[config.mk]
export PLATFORM = sky130hd
export DESIGN_NAME = fade_sequencer
export DESIGN_NICKNAME = d
export VERILOG_FILES = /design/src/rtl/led_pkg.sv /design/src/rtl/pwm_gen.sv /design/src/rtl/fade_sequencer.sv
export SDC_FILE = /design/constraint.sdc
export NUM_CORES = 1
export LEC_CHECK = 0
export ABC_AREA = 1
export CAP_MARGIN = 10
export CORE_UTILIZATION = 24
export CTS_CLUSTER_SIZE = 14
export DETAILED_ROUTE_END_ITERATION = 10
export MAX_ROUTING_LAYER = met4
export PLACE_DENSITY = 0.53
export SYNTH_ARGS = -nofsm -noshare
export SYNTH_HDL_FRONTEND = slang
export SYNTH_SLANG_ARGS = --single-unit
[constraint.sdc]
create_clock -name i_clk -period 2.5 [get_ports i_clk]
set_input_delay 0.375 -clock i_clk [delete_from_list [all_inputs] [get_ports i_clk]]
set_output_delay 0.375 -clock i_clk [all_outputs]
set_load 0.05 [all_outputs]
[src/rtl/led_pkg.sv]
// ============================================================================
//  Package : led_pkg
//  Shared definitions for the LED fade datapath: FSM state encodings of the
//  fade sequencer and the default widths of the PWM and ramp-rate fields.
//  Revision: 1.0 - initial release
// ============================================================================
`default_nettype none

package led_pkg;

  // Default width of the PWM counter, duty level and command level.
  localparam int DEFAULT_PWM_BITS  = 8;
  // Default width of the ramp-rate field (clocks-per-step minus one).
  localparam int DEFAULT_RATE_BITS = 16;

  // Fade sequencer FSM state encodings.
  localparam logic [0:0] IDLE = 1'b0;
  localparam logic [0:0] RAMP = 1'b1;

endpackage

`default_nettype wire

[src/rtl/pwm_gen.sv]
// ============================================================================
//  Module  : pwm_gen
//  Free-running PWM generator. A PWM_BITS-wide counter wraps continuously;
//  the requested duty is copied into a shadow register only at the end of a
//  period so a running period is never disturbed. Output is registered.
//
//  Ports:
//    i_clk      in   system clock
//    i_reset_n  in   asynchronous active-low reset
//    i_duty     in   requested duty level (high clocks per period)
//    o_pwm      out  registered PWM output
//  Revision: 1.0 - initial release
// ============================================================================
`default_nettype none

module pwm_gen #(
  parameter int PWM_BITS = 8
) (
  input  logic                i_clk,
  input  logic                i_reset_n,
  input  logic [PWM_BITS-1:0] i_duty,
  output logic                o_pwm
);

  logic [PWM_BITS-1:0] pwm_cnt;
  logic [PWM_BITS-1:0] shadow;

  always_ff @(posedge i_clk or negedge i_reset_n) begin
    if (!i_reset_n) begin
      pwm_cnt <= '0;
      shadow  <= '0;
      o_pwm   <= 1'b0;
    end else begin
      pwm_cnt <= pwm_cnt + 1'b1;
      // Load on the last count of the period; the new duty takes effect
      // when the counter returns to zero.
      if (pwm_cnt == '1) begin
        shadow <= i_duty;
      end
      o_pwm <= (pwm_cnt < shadow);
    end
  end

endmodule

`default_nettype wire

[src/rtl/fade_sequencer.sv]
// ============================================================================
//  Module  : fade_sequencer
//  Accepts brightness commands over valid/ready and ramps the duty level one
//  LSB at a time toward the target, one step every (rate+1) clocks. The
//  level feeds a free-running PWM generator driving the LED pin.
//
//  Ports:
//    i_clk        in   system clock
//    i_reset_n    in   asynchronous active-low reset
//    i_cmd_valid  in   command present
//    o_cmd_ready  out  command can be accepted (high only in IDLE)
//    i_cmd_level  in   target duty level
//    i_cmd_rate   in   clocks-per-step minus one
//    i_abort      in   stop the ramp, hold the current level
//    o_busy       out  ramp in progress
//    o_level      out  current ramp level
//    o_done       out  one-cycle pulse when the target is reached
//    o_led        out  PWM output
//  Revision: 1.0 - initial release
// ============================================================================
`default_nettype none

module fade_sequencer
  import led_pkg::*;
#(
  parameter int PWM_BITS  = DEFAULT_PWM_BITS,
  parameter int RATE_BITS = DEFAULT_RATE_BITS
) (
  input  logic                 i_clk,
  input  logic                 i_reset_n,
  input  logic                 i_cmd_valid,
  output logic                 o_cmd_ready,
  input  logic [PWM_BITS-1:0]  i_cmd_level,
  input  logic [RATE_BITS-1:0] i_cmd_rate,
  input  logic                 i_abort,
  output logic                 o_busy,
  output logic [PWM_BITS-1:0]  o_level,
  output logic                 o_done,
  output logic                 o_led
);

  logic [0:0]           state;
  logic [PWM_BITS-1:0]  target;
  logic [RATE_BITS-1:0] rate;
  logic [RATE_BITS-1:0] prescaler;
  logic [PWM_BITS-1:0]  next_level;
  logic                 step_due;

  assign o_cmd_ready = (state == IDLE);
  assign o_busy      = (state == RAMP);

  // In RAMP the level never equals the target, so this only ever moves
  // strictly toward it and cannot wrap.
  assign next_level = (o_level < target) ? o_level + 1'b1 : o_level - 1'b1;
  assign step_due   = (prescaler == rate);

  always_ff @(posedge i_clk or negedge i_reset_n) begin
    if (!i_reset_n) begin
      state     <= IDLE;
      target    <= '0;
      rate      <= '0;
      prescaler <= '0;
      o_level   <= '0;
      o_done    <= 1'b0;
    end else begin
      o_done <= 1'b0;
      case (state)
        IDLE: begin
          if (i_cmd_valid) begin
            target    <= i_cmd_level;
            rate      <= i_cmd_rate;
            prescaler <= '0;
            if (i_cmd_level == o_level) begin
              o_done <= 1'b1;
            end else begin
              state <= RAMP;
            end
          end
        end
        RAMP: begin
          if (i_abort) begin
            // Abort wins over a step expiring on the same edge.
            state <= IDLE;
          end else if (step_due) begin
            prescaler <= '0;
            o_level   <= next_level;
            if (next_level == target) begin
              state  <= IDLE;
              o_done <= 1'b1;
            end
          end else begin
            prescaler <= prescaler + 1'b1;
          end
        end
        default: state <= IDLE;
      endcase
    end
  end

  pwm_gen #(
    .PWM_BITS(PWM_BITS)
  ) u_pwm_gen (
    .i_clk    (i_clk),
    .i_reset_n(i_reset_n),
    .i_duty   (o_level),
    .o_pwm    (o_led)
  );

endmodule

`default_nettype wire
==> flow_metrics.tcl, run 1 <==
set metrics [dict create \
    status "finished, violations left" \
    failed_checks "negative setup slack" \
    clkPwrFrac 0.241 \
    ys_seq_area_frac 0.426 \
    start_util 0.247 \
    rsz0062_at_grt "yes" \
    slew-limit-headroom 0.651 \
    p_leak_nw 2.46 \
    path_buf_inv 2 \
    die_h_um 130 \
    antennaDiodeCount 0 \
    drt_iter0_drc 172 \
    grt_pass1_vias 3397 \
    cts_buffers 9 \
    cp-start-kind "flop" \
    num_vias 3422 \
    tns_ns -0.238 \
    setup_viol 2 \
    intPower_w 0.00324 \
    syn-num-nets 526 \
    track_usage 0.131 \
    area_growth_pct 39.7 \
    cts.htree.levels 3 \
    pre_cts_ws_ns -0.234 \
    antenna_found_initial 0 \
    yosysUniqueCellTypes 34 \
    synth_seq_cells 67 \
    clock.fmax_mhz 376 \
    fin_area_sq_um 5500 \
    fin_crit_sh 1.06 \
    synthCells 473 \
    crit_slowest_cell "dfrtp_2" \
    p_per_area_nw_per_um2 927 \
    peakVddDrop_mv 0.367 \
    clock-root-buffer "clkbuf_16" \
    chipWidth_um 130 \
    arrival_ns 2.89 \
    dp_hpwl_um 7180 \
    synth.avg_cell_area_sq_um 8.32 \
    p_switching_w 0.00186 \
    max_slew.worst_pin.slew_ns 0.518 \
    total_power_w 0.00510 \
    dpl_cell_area_sq_um 4870 \
    path_clk_slew_ns 0.06 \
    final-seq-area_sq_um 1690 \
    port_buffers 39 \
    nets 616 \
    cp_top_family "simple AND/OR/NAND/NOR gates" \
    rows 46 \
    yosysWarnings 0 \
    max-cap-violations 0 \
    pwr-share-seq 0.289 \
    min_period_ns 2.66 \
    synth_ff_type "dfrtp_1" \
    finalClockSkew_ns 0.00492 \
    timing.final.hold_violations 0 \
    fp.coreArea_sq_um 15900 \
    wl_um 9790 \
    synthesis.area_sq_um 3940 \
    gr-total-overflow 0 \
    cts_buffer_depth 2 \
    criticalPathCategory "reg -> reg" \
    cp_max_fo 8 \
    gp_congestion 0.887 \
    dieArea_sq_um 16900 \
    nFillCells 1630 \
    dr.pass1.iters 4 \
    crit_path_frequent_cell "nand2_1" \
    cts_tree "yes" \
    ant_nets 0 \
    wl_per_cell_um 12.5 \
    slew_viol_final 0 \
    crit_required_ns 2.73 \
    multi_input_area_sq_um 2250 \
    path_cells "ha_4 -> a21oi_2 -> nor2_2 -> nor2_4 -> nand2_8 -> buf_4 -> ha_4 -> nand2_1 -> nor2_1 -> nand2_1 -> nand4_1 -> nand2_1 -> nand2_1 -> nand2_1 -> inv_1 -> nand2_1 -> nor2_2 -> nand2_1 -> nand2_1 -> nand2_1" \
    drive_gt1_frac 0.262 \
    vias_per_cell 4.36 \
    grt_max_degree 56 \
    synth_edf_count 0 \
    p_sw_frac 0.364 \
    clk_latency_ns 0.34 \
    async_flop_share 1.00 \
    worst_slack_ns -0.159 \
    endpoint_kind "flop" \
    hold_class "in -> async" \
    slowest_delay_ns 0.43 \
    grt_first_pass_wirelength_um 16300 \
    p_comb_frac 0.470 \
    drc 0 \
    io_pins 40 \
    cts.sinks 67 \
]
-- what timing repair did --
item | 4_1_cts | 5_1_grt
setup buffers | 4 | 6
hold buffers | 1 | 0
cloned | 0 | 0
pin swaps | 7 | 22
setup endpoints to repair | 4 | 5
hold endpoints to repair | 12 | 0
gates resized for setup | 16 | 37
-- per-stage QoR --
step / instances / util / hold slack [ns]
after global routing: 784 / 0.345 / 0.517
after global placement: 757 / 0.306 / 0.294
after detailed placement: 757 / 0.306 / 0.289
after CTS: 778 / 0.330 / 0.489
after floorplan: 473 / - / 0.0794
final: 784 / 0.345 / 0.486
-- power groups by stage --
stage / registers [W] / logic (W) / clock network, W
final: 0.00148 / 0.00240 / 0.00123
after global routing: 0.00151 / 0.00266 / 0.00131
after CTS: 0.00147 / 0.00204 / 0.00126
after detailed placement: 0.00149 / 0.00190 / 0
after global placement: 0.00148 / 0.00188 / 0
after floorplan: 0.00149 / 0.00119 / 0
-- cell families (layout without fill, tap and decap cells) --
group / count (synthesis) / in the layout / share of synthesized area
compound gates: 59 / 59 / 0.0814
xor+xnor: 26 / 26 / 0.0578
fa+ha+maj: 25 / 25 / 0.0813
buf+inv: 75 / 170 / 0.0756
flops: 67 / 67 / 0.426
mux: 16 / 16 / 0.0458
simple gates: 205 / 205 / 0.232
-- cell type report --
class | count | area share
multi-input combinational | 331 | 0.410
sequential | 67 | 0.307
timing repair buffer | 86 | 0.137
tap | 216 | 0.0491
inverter | 68 | 0.0469
clock buffer | 13 | 0.0437
clock inverter | 3 | 0.00728
-- path summary, 6_finish.rpt --
path,startpoint,to,slack [ns],depth (start not counted)
max,o_level[5],o_busy,-0.16,20
min,i_reset_n,rate[14],0.49,2
max reg2reg,o_level[5],o_busy,-0.16,20
min reg2reg,u_pwm_gen.shadow[7],u_pwm_gen.shadow[7],0.49,2
max in group asynchronous,i_reset_n,o_level[5],1.39,3
min in group i_clk,u_pwm_gen.shadow[7],u_pwm_gen.shadow[7],0.49,2
-- routing by layer --
layer / wire [um] / GRT usage / share of wire / vias up
met1: 4630 / 0.167 / 0.47 / 1622
met2: 4660 / 0.201 / 0.48 / 57
met4: 125 / 0.0479 / 0.013 / 0
li1: - / - / - / 1734
met3: 375 / 0.0316 / 0.038 / 9
met5: 0 / - / 0 / -
-- layout by cell type, fill, tap and decap left out, types with 2 or more instances in the layout --
cell,synthesis,routed
nor4_1,2,2
nand4_1,16,16
clkbuf_16,0,9
nand2_2,1,12
a21oi_1,12,6
o22ai_1,7,7
mux2_2,16,16
o211ai_1,3,3
nand2_4,1,2
nor2_1,18,14
a21oi_2,0,4
dfrtp_1,67,59
inv_1,66,57
clkdlybuf4s50_1,0,38
clkinv_2,0,2
dfrtp_2,0,8
inv_2,2,10
nand3_1,36,31
nand3_2,1,6
clkbuf_1,4,4
ha_1,24,12
ha_4,0,11
nor2_2,2,5
o21ai_1,0,2
nand2_1,118,105
xor2_1,11,11
o21ai_0,33,30
xnor2_1,15,15
or2_2,5,5
buf_4,0,45
nor2_4,1,2
a21oi_4,0,2
-- Yosys cell counts (all sizes together) (4+ instances only) --
library cell / count / area share
nand4: 16 / 0.025
mux2: 16 / 0.046
xor2: 11 / 0.024
nor2: 21 / 0.023
nand2: 120 / 0.12
or2: 6 / 0.0095
dfrtp: 67 / 0.43
nand3: 37 / 0.048
o21ai: 33 / 0.042
clkbuf: 4 / 0.0038
a21oi: 12 / 0.015
inv: 68 / 0.065
ha: 24 / 0.076
o22ai: 7 / 0.011
xnor2: 15 / 0.033
-- state kept, by name (all words and copies together) (netlist names) --
| name | count |
|---|---|
| u_pwm_gen.shadow | 8 |
| u_pwm_gen.pwm_cnt | 8 |
| target | 8 |
| o_busy | 1 |
| o_done | 1 |
| o_level | 8 |
| prescaler | 16 |
| rate | 16 |
| u_pwm_gen.o_pwm | 1 |
(Power assumes the default switching activity.)
==> run 2: changes to the inputs <==
- CTS_CLUSTER_DIAMETER: default -> 50
==> results of run 2 <==
No change in the layout: final DEF, timing and power equal those of run 1.
==> run 3: changes to the inputs <==
- clock period: 2.5 -> 2.15 ns (I/O delays scaled with it)
==> flow_metrics.tcl, run 3 (synthesis results as in run 1) <==
set metrics [dict create \
    status "finished, violations left" \
    failed_checks "negative setup slack" \
    cts.htree.levels 3 \
    hold_class "reg -> reg" \
    clkPwrFrac 0.263 \
    top_usage_layer "met2" \
    area_growth_pct 39.8 \
    dp_hpwl_um 7610 \
    cts_tree "yes" \
    num_vias 3396 \
    p_per_area_nw_per_um2 1090 \
    setup_viol 6 \
    gp_congestion 0.914 \
    intPower_w 0.00382 \
    slowest_delay_ns 0.45 \
    criticalPathCategory "reg -> reg" \
    layout_commonest_cell "nand2_1" \
    pwr-share-seq 0.285 \
    vias_per_cell 4.35 \
    peakVddDrop_mv 0.546 \
    crit_path_frequent_cell "nand2_1" \
    p_leak_nw 2.46 \
    cts_buffer_depth 2 \
    p_switching_w 0.00220 \
    gr-total-overflow 0 \
    cts_buffers 9 \
    rsz0062_at_grt "yes" \
    timing.final.hold_violations 0 \
    drt_iter0_drc 181 \
    nets 614 \
    reg_top3 "prescaler: 16 flops, rate: 16 flops" \
    io_pins 40 \
    p_sw_frac 0.365 \
    grt_pass1_vias 3401 \
    final_core_util 0.345 \
    r2r_start "o_level[7]" \
    fp.coreArea_sq_um 15900 \
    max_slew.worst_pin.slew_ns 0.561 \
    reg2reg_to "o_busy" \
    antennaDiodeCount 0 \
    endpoint_kind "flop" \
    max-cap-violations 0 \
    clk_latency_ns 0.34 \
    met1_usage 0.159 \
    reg2reg_setup_slack_ns -0.48 \
    antenna_found_initial 0 \
    hold_path_end "u_pwm_gen.pwm_cnt[0]" \
    track_usage 0.132 \
    fin_crit_sh 1.23 \
    chipWidth_um 130 \
    ant_nets 0 \
    worst_slack_ns -0.485 \
    reg2reg_depth 16 \
    clock-root-buffer "clkbuf_16" \
    cp_max_fo 5 \
    clock.fmax_mhz 380 \
    slew_viol_final 0 \
    slew-limit-headroom 0.626 \
    dr.pass1.iters 5 \
    p_comb_frac 0.452 \
    start_util 0.247 \
    arrival_ns 2.86 \
    cts.sinks 67 \
    dieArea_sq_um 16900 \
    tns_ns -1.69 \
    grt_use_met3 0.0221 \
    port_buffers 39 \
    drive_gt1_frac 0.257 \
    nFillCells 1632 \
    worstHoldStart "u_pwm_gen.pwm_cnt[0]" \
    die_h_um 130 \
    finalClockSkew_ns 0.00864 \
    cp-start-kind "flop" \
    path_clk_slew_ns 0.06 \
    rows 46 \
    drc 0 \
    layout_common_cells "nand2_1, dfrtp_1, inv_1" \
    wl_per_cell_um 12.9 \
    wl_um 10100 \
    met2_usage 0.212 \
    worstHoldPathCells 1 \
    grt_max_degree 28 \
    grt_first_pass_wirelength_um 16500 \
    cp_top_family "simple AND/OR/NAND/NOR gates" \
    path_cells "ha_4 -> a21o_1 -> nor2_4 -> nand2_8 -> inv_4 -> fa_2 -> a21oi_2 -> o21ai_1 -> a21oi_2 -> nand3_1 -> nor2_1 -> nand2_1 -> nor2_2 -> nand2_1 -> nand2_1 -> nand2_1" \
    crit_required_ns 2.38 \
    crit_slowest_cell "fa_2" \
    min_period_ns 2.63 \
    path_buf_inv 1 \
]
-- run 3: changes by cell type in the layout (fill, tap and decap cells not counted), sizes merged --
cell      previous run  this run
buf                 47        44
clkinvlp             0         1
bufinv               1         2
clkbuf              13         9
inv                 68        69
nand2              120       121
-- run 3: layer usage --
metal	vias up	share of wire
met4	0	0.028
met1	1596	0.46
met5	-	0
li1	1729	-
met2	52	0.48
met3	19	0.032
-- run 3: power by group through the flow --
stage / Sequential (W) / Combinational [W] / Clock [W]
after floorplan: 0.00174 / 0.00143 / 0
after global routing: 0.00175 / 0.00302 / 0.00169
after detailed placement: 0.00173 / 0.00226 / 0
after CTS: 0.00172 / 0.00244 / 0.00163
after global placement: 0.00172 / 0.00223 / 0
final: 0.00172 / 0.00272 / 0.00158
-- run 3: metrics by stage --
stage                     cell area [sq um]  std cells  worst slack (ns)  hold WS, ns  total power (W)
after global routing                   5500        781            -0.649        0.472          0.00646
after global placement                 4920        759            -0.572        0.341          0.00396
final                                  5500        781            -0.485        0.459          0.00602
after detailed placement               4920        759            -0.556        0.352          0.00400
after CTS                              5360        778            -0.514        0.463          0.00579
after floorplan                        4010        473            -0.485       0.0269          0.00317
-- run 3: how the worst max path moves through the flow --
| stage | startpoint | to | depth (start not counted) |
|---|---|---|---|
| floorplan | o_level[3] | o_busy | 19 |
| global placement | target[3] | o_busy | 20 |
| detailed placement | o_level[3] | o_busy | 19 |
| CTS | o_level[7] | o_busy | 17 |
| global route | target[3] | o_busy | 22 |
| finish | o_level[7] | o_busy | 16 |
-- run 3: cell type report --
cell class / count / area, sq um / area share
clock buffer: 9 / 225 / 0.0409
clock inverter: 6 / 90.1 / 0.0164
inverter: 68 / 258 / 0.0468
multi-input combinational: 332 / 2240 / 0.407
sequential: 67 / 1690 / 0.307
tap: 216 / 270 / 0.0491
timing repair buffer: 83 / 734 / 0.133
-- run 3: what timing repair did --
item / 4_1_cts / 5_1_grt
hold endpoints to repair: 20 / 0
gates resized for setup: 18 / 27
setup endpoints to repair: 8 / 8
hold buffers: 1 / 0
buffers inserted: 2 / 3
pin swaps: 12 / 15
gates cloned: 1 / 0
-- run 3: worst register-to-register path: stages (launching register included) --
cell	delay, ns
dfrtp_2	0.42
ha_4	0.25
a21o_1	0.19
nor2_4	0.19
nand2_8	0.11
inv_4	0.07
fa_2	0.45
a21oi_2	0.13
o21ai_1	0.09
a21oi_2	0.11
nand3_1	0.10
nor2_1	0.10
nand2_1	0.06
nor2_2	0.10
nand2_1	0.07
nand2_1	0.05
nand2_1	0.04
